<file path="config.mk">
export PLATFORM = sky130hd
export DESIGN_NAME = fetch_unit
export DESIGN_NICKNAME = d
export VERILOG_FILES = /design/src/rtl/fetch_unit.sv
export SDC_FILE = /design/constraint.sdc
export NUM_CORES = 1
export LEC_CHECK = 0
export CAP_MARGIN = 10
export CORE_UTILIZATION = 41
export CTS_CLUSTER_DIAMETER = 200
export DETAILED_ROUTE_END_ITERATION = 12
export PLACE_DENSITY = 0.76
export SLEW_MARGIN = 25
export SYNTH_ARGS = -nofsm -noshare
export SYNTH_HDL_FRONTEND = slang
export SYNTH_SLANG_ARGS = --single-unit
</file>
<file path="constraint.sdc">
create_clock -name clk -period 1.78 [get_ports clk]
set_clock_uncertainty 0.1 [all_clocks]
set_input_delay 0.534 -clock clk [delete_from_list [all_inputs] [get_ports clk]]
set_output_delay 0.534 -clock clk [all_outputs]
set_load 0.03 [all_outputs]
</file>
<file path="src/rtl/fetch_unit.sv">
// Instruction fetch: owns the PC, registers one word into a single-entry IR with valid/ready toward decode.
// Handles jump/branch redirects (one bubble) and a HALT_WORD-triggered halt that is left by a resume pulse.
module fetch_unit #(
  parameter logic [15:0] RESET_PC  = 16'h0000,
  parameter logic [15:0] HALT_WORD = 16'hFFFF
) (
  input  logic        clk,
  input  logic        rst_n,
  output logic [15:0] imem_addr,
  input  logic [15:0] imem_data,
  output logic [15:0] ir,
  output logic [15:0] ir_pc,
  output logic        ir_valid,
  input  logic        de_ready,
  input  logic        jump,
  input  logic        branch_taken,
  input  logic [15:0] target,
  input  logic        resume,
  output logic        halted,
  output logic [15:0] fetch_count
);

  typedef enum logic {S_RUN, S_HALTED} state_t;

  state_t      state_q, state_d;
  logic [15:0] pc_q, pc_d;
  logic [15:0] ir_q, ir_d;
  logic [15:0] ir_pc_q, ir_pc_d;
  logic        ir_valid_q, ir_valid_d;
  logic [15:0] count_q, count_d;

  logic transfer;
  logic redirect;
  logic slot_free;

  assign transfer  = ir_valid_q && de_ready;
  assign redirect  = transfer && (jump || branch_taken);
  assign slot_free = !ir_valid_q || de_ready;

  always_ff @(posedge clk or negedge rst_n) begin
    if (!rst_n) begin
      state_q    <= S_RUN;
      pc_q       <= RESET_PC;
      ir_q       <= 16'h0000;
      ir_pc_q    <= 16'h0000;
      ir_valid_q <= 1'b0;
      count_q    <= 16'h0000;
    end else begin
      state_q    <= state_d;
      pc_q       <= pc_d;
      ir_q       <= ir_d;
      ir_pc_q    <= ir_pc_d;
      ir_valid_q <= ir_valid_d;
      count_q    <= count_d;
    end
  end

  always_comb begin
    state_d    = state_q;
    pc_d       = pc_q;
    ir_d       = ir_q;
    ir_pc_d    = ir_pc_q;
    ir_valid_d = ir_valid_q;
    count_d    = count_q;

    if (transfer && (count_q != 16'hFFFF)) begin
      count_d = count_q + 16'd1;
    end

    unique case (state_q)
      S_RUN: begin
        // A redirect discards the wrong-path word on imem_data, even a halt word.
        if (redirect) begin
          pc_d       = target;
          ir_valid_d = 1'b0;
        end else if (slot_free && (imem_data == HALT_WORD)) begin
          ir_valid_d = 1'b0;
          state_d    = S_HALTED;
        end else if (slot_free) begin
          ir_d       = imem_data;
          ir_pc_d    = pc_q;
          ir_valid_d = 1'b1;
          pc_d       = pc_q + 16'd1;
        end
      end
      S_HALTED: begin
        ir_valid_d = 1'b0;
        if (resume) begin
          pc_d    = pc_q + 16'd1;
          state_d = S_RUN;
        end
      end
      default: state_d = S_RUN;
    endcase
  end

  assign imem_addr   = pc_q;
  assign ir          = ir_q;
  assign ir_pc       = ir_pc_q;
  assign ir_valid    = ir_valid_q;
  assign halted      = (state_q == S_HALTED);
  assign fetch_count = count_q;

endmodule

</file>
### Word level (Yosys, flattened, before mapping)

Index checks and enable logic that the tools add are counted.

| word-level totals | value |
|---|---|
| logic and storage cells | 39 |
| input bits | 38 |
| memories | 0 |
| register bits | 66 |
| bits in latches | 0 |
| ROM bits | 0 |
| output and inout port bits | 66 |
| bits in writable memories | 0 |

| operators by class | value |
|---|---|
| equality and inequality tests | 6 |
| reduce and logical (&&, ||, !) cells | 9 |
| $add $sub $neg | 2 |
| muxes and demuxes | 13 |
| shifts and indexed selects | 0 |
| multipliers | 0 |
| magnitude comparators | 0 |
| bitwise operators | 3 |
| divide/modulo/power cells | 0 |

Operator list:

| kind | count |
|---|---|
| $mux W16 | 4 |
| $add A16 B1 Y16 const B | 2 |
| $pmux W16 S2 | 1 |
| $eq A16 B16 Y1 const B | 1 |
| $ne A16 B16 Y1 const B | 1 |
| $mux W1 | 6 |
| $ne A3 B3 Y1 const B | 2 |
| $logic_and A1 B1 Y1 | 4 |
| $ne A4 B4 Y1 const B | 1 |
| $pmux W1 S2 | 2 |
| $reduce_and A4 Y1 | 1 |
| $not A1 Y1 | 3 |
| $reduce_and A3 Y1 | 1 |
| $logic_or A1 B1 Y1 | 2 |
| $ne A2 B2 Y1 const B | 1 |
| $logic_not A1 Y1 | 1 |

### Longest topological paths before layout

| depth | value |
|---|---|
| depth after elaboration | 6 |
| mapped depth | 6 |
| mapped depth without buffers | 6 |

### Worst setup path before layout

Ideal clock, no wire load.

| timing path | value |
|---|---|
| path type | register to register |
| start point | register ir_valid_q, in the netlist ir_valid |
| end point | register ir_pc_q[10], in the netlist ir_pc[10] |
| setup slack | -223 ps |
| arrival time | 1778 ps |
| period minus slack after synthesis | 2003 ps |
| data required time | 1555 ps |
| buffers on the path | 1 |
| stages on the path, launching flop included | 6 |
| library setup time | 125 ps |
| cells stage by stage | dfrtp_1 -> nor2b_4 -> nor3_2 -> a211oi_4 -> buf_6 -> mux2_2 |

| on the way | value |
|---|---|
| cells in the longest elaborated chain, start to end | 5 |
| elaborated cells between the ends (all ways) | 8 |
| those cells by class | 2 x bitwise; 6 x reduce/logical |

Ends and longest elaborated chain:

| item | line | RTL |
|---|---|---|
| start: declaration | 29 | `logic ir_valid_q, ir_valid_d;` |
| start signal: assignment | 53 | `ir_valid_q <= ir_valid_d;` |
| $logic_not A1 Y1 | 38 | `assign slot_free = !ir_valid_q \|\| de_ready;` |
| $logic_or A1 B1 Y1 | 38 |  |
| $logic_and A1 B1 Y1 | 76 | `end else if (slot_free && (imem_data == HALT_WORD)) begin` |
| $not A1 Y1 (no source line) | - |  |
| $reduce_and A4 Y1 (no source line) * | - |  |
| end signal: assignment | 52 | `ir_pc_q <= ir_pc_d;` |
| end: declaration | 28 | `logic [15:0] ir_pc_q, ir_pc_d;` |

Every way passes the cells marked *; elsewhere a longest branch is shown, timed or not.
A chain may end at the register's enable or synchronous reset.

### Worst setup path in the final report

| timing path | value |
|---|---|
| start point | register ir_valid_q, in the netlist ir_valid |
| end point | register ir_pc_q[3], in the netlist ir_pc[3] |

Same word-level chain as after synthesis.

==> impl_results.md <==
* Status: finished, violations left
* Global route overflow at 0
* Internal at 0.00367 W
* Synth Net Count at 310
* Number of placement rows at 31
* Setup ws final at -0.0938 ns
* Synth Flop Type: dfrtp_1
* First-pass GRT wire length at 13200 um
* Worst min path class: in2async
* Die height at 88.5 um
* Initial drt markers at 157
* VDD IR max at 0.701 mV
* CTS tree: built
* FMAX at 534 MHz
* CP endpoint kind: flip-flop
* Tot GR Track Use at 22.5%
* RSZ-0062 raised after global routing: yes
* Core area at 7250 um^2
* Dpl cells at 509
* GR Util met2 at 37.7%
* Total CTS buffers at 9
* N_diodes at 0
* LEAKAGE at 2.31 nW
* Top cells by area, synth: dfrtp_1, mux2_2, a21oi_1
* H-tree depth at 3
* CTS sink cnt at 66
* FF+latch count, synth at 66
* Cell accounting for the most synthesized area: dfrtp_1
* Remaining routing DRC violations at 0
* DR WL/cell at 16.1 um
* Global-route met1 utilization at 29.0%
* Largest net degree at the start of global routing at 67
* Sequential share of power at 35.9%
* Tightest hold margin at 0.0920 ns
* Switching part of the total power at 39.7%
* Layout fillers at 582
* Async set or reset register ratio after synthesis at 100%
* HPWL after DPL at 5630 um
* Ys Warns at 0
* CTS max path bufs at 2
* Slew HR at 74.3%
* CP arrival at 1.99 ns
* Failing checks: negative setup slack
* Max Cap Violations at 0
* CP required at 1.89 ns
* Crit start category: flip-flop
* Share of post-route cells with drive strength above 1 at 37.7%
* Cts hold-fix bufs at 0
* Final WL at 8700 um
* TritonRoute pass-1 iters at 4
* Antenna violations before repair at 0
* Clock transition at path regs at 0.07 ns
* Slowest-stage cell, CP: dfrtp_2
* Pwr dens at 1230 nW/um^2
* Skew-Pair Late Insertion Delay at 0.33 ns
* Buffers and inverters on the worst path at 4
* Worst-Margin Slew at 0.385 ns
* Vias in the first global route at 2740
* Cells after synthesis at 270
* Post-synth EDFFs at 0
* Area of the die at 7840 um^2
* Mean area per synthesized cell at 11.4 um^2
* Synthesized cell area at 3070 um^2
* Final Slew Violations at 0
* Yosys top cell area share at 53.8%
* Initial Utilization at 42.3%
* Net Sw Power at 0.00241 W
* Clock Root Buffer: clkbuf_8
* M3 GR Usage at 4.29%
* Final period utilization at 105%
* Cell Chain, Critical Path: nor2b_4 -> buf_4 -> a211oi_4 -> buf_6 -> buf_12 -> buf_16 -> mux2_4
* Vias per inst at 5.20
* Via Count at 2818
* Critical path type: reg2reg
* Max incr delay on CP at 0.43 ns
* Die W at 88.5 um
* Final net count at 479
* P&R area growth vs syn at 61.4%
* Hold Vio Cnt, Final at 0
* Distinct cells, synth at 44
* Crit-path max FO at 6
* Non-Filler Instances at 542
* Register area share after synthesis at 53.8%
* Minimum clock period after layout at 1.87 ns
* GRT Max-Usage Layer: met2
* IO Port Bufs at 103
* I/O pins at 104
* Combinational power share at 46.7%
* Clock power frac at 17.3%
* Utilization after layout at 68.3%
* Antenna viol nets, final at 0
* Kind of cell adding the most delay to the critical path: buffers and inverters
* GP Congestion at 0.812
* Final setup viols at 26
worst register-to-register path: cells and delay by family, from the launching register on:
family / cells / cell delay, ns
AOI/OAI and AO/OA: 1 / 0.23
buffers and inverters: 4 / 0.54
DFF: 1 / 0.43
muxes: 1 / 0.30
and+or+nand+nor: 1 / 0.15
cells in the mapped netlist (4+ instances only):
master / n
a21oi_1: 19
a2bb2oi_1: 6
dfrtp_1: 66
inv_1: 4
mux2_1: 4
mux2_2: 29
nand2_1: 24
nand2b_1: 4
nand3_1: 13
nand4_1: 11
nor2_1: 18
o21ai_0: 8
o22ai_1: 8
xnor2_1: 7
xor2_1: 6
metrics by stage:
step	instance area [um^2]	total power (W)	setup WS, ns	TNS (ns)
global placement	4580	0.00498	-0.613	-34.44
CTS	4900	0.00606	-0.0786	-1.69
detailed placement	4580	0.00504	-0.670	-37.04
floorplan	3090	0.00367	-0.0986	-2.91
finish	4960	0.00609	-0.0938	-1.20
global route	4960	0.00641	-0.149	-3.13
power groups by stage:
stage / Combinational (W) / Sequential [W] / Clock [W]
final: 0.00284 / 0.00219 / 0.00105
after floorplan: 0.000653 / 0.00301 / 0
after global routing: 0.00302 / 0.00223 / 0.00116
after CTS: 0.00280 / 0.00218 / 0.00108
after detailed placement: 0.00284 / 0.00221 / 0
after global placement: 0.00278 / 0.00220 / 0
final cells by class:
cell class                      instances  area (um^2)  area share [%]
Timing Repair Buffer                  167         1490            30.0
Tap cell                               99          124            2.50
Clock buffer                           14          153            3.08
Clock inverter                          1         5.00           0.101
Multi-Input combinational cell        191         1510            30.5
Inverter                                4         15.0           0.303
Sequential cell                        66         1660            33.5
routing by layer:
layer  share of wire, %  routed length, um
met5                  0                  0
met4                1.1                 98
met3                4.6                401
met2                 51               4480
met1                 43               3720
cells by family after synthesis:
group           synth area share (%)
flops                           53.8
compound gates                  13.2
simple gates                    13.6
fa+ha+maj                      0.815
buf+inv                         2.44
xor+xnor                        3.71
mux                             12.4
cell usage in the layout (no fill, tap or decap), types with 3 or more instances in the layout:
| cell type | Yosys | layout |
|---|---|---|
| dfrtp_1 | 66 | 59 |
| buf_4 | 0 | 56 |
| a31oi_1 | 3 | 3 |
| clkbuf_8 | 0 | 10 |
| o22ai_1 | 8 | 8 |
| nor3_2 | 1 | 3 |
| buf_12 | 0 | 6 |
| nor2_2 | 0 | 4 |
| inv_1 | 4 | 4 |
| dfrtp_2 | 0 | 7 |
| a2bb2oi_1 | 6 | 6 |
| dlygate4sd2_1 | 0 | 44 |
| clkbuf_1 | 3 | 4 |
| nand3_1 | 13 | 13 |
| buf_2 | 3 | 12 |
| nand4_1 | 11 | 11 |
| mux2_4 | 0 | 24 |
| mux2_2 | 29 | 8 |
| buf_6 | 3 | 3 |
| clkdlybuf4s15_1 | 0 | 12 |
| xnor2_1 | 7 | 7 |
| a21oi_1 | 19 | 19 |
| clkbuf_2 | 0 | 12 |
| nand2_1 | 24 | 23 |
| o21ai_0 | 8 | 6 |
| xor2_1 | 6 | 6 |
| nand2b_1 | 4 | 3 |
| nor2_1 | 18 | 14 |
| clkdlybuf4s50_1 | 0 | 16 |
state kept, by name, indices dropped and copies added, names as in the netlist:
register and count:
halted 1, ir 16, imem_addr 16, ir_valid 1, fetch_count 16, ir_pc 16
what timing repair did:
item                                    4_1_cts  5_1_grt
resized for setup                           157       44
setup buffers                                12        4
endpoints found under the setup margin      123       75
cloned                                        3        2
pin swaps                                     9       11
worst paths after layout:
kind                               from             end  slack, ns  cells past startpoint
max reg2reg                    ir_valid        ir_pc[3]      -0.09                      7
min in group clk           imem_data[2]           ir[2]       0.36                      2
min reg2reg                      ir[11]          ir[11]       0.38                      1
max                            ir_valid        ir_pc[3]      -0.09                      7
max in group asynchronous         rst_n  fetch_count[0]       1.15                      2
min                               rst_n    imem_addr[1]       0.09                      2
Power figures use the tool's default switching activity.
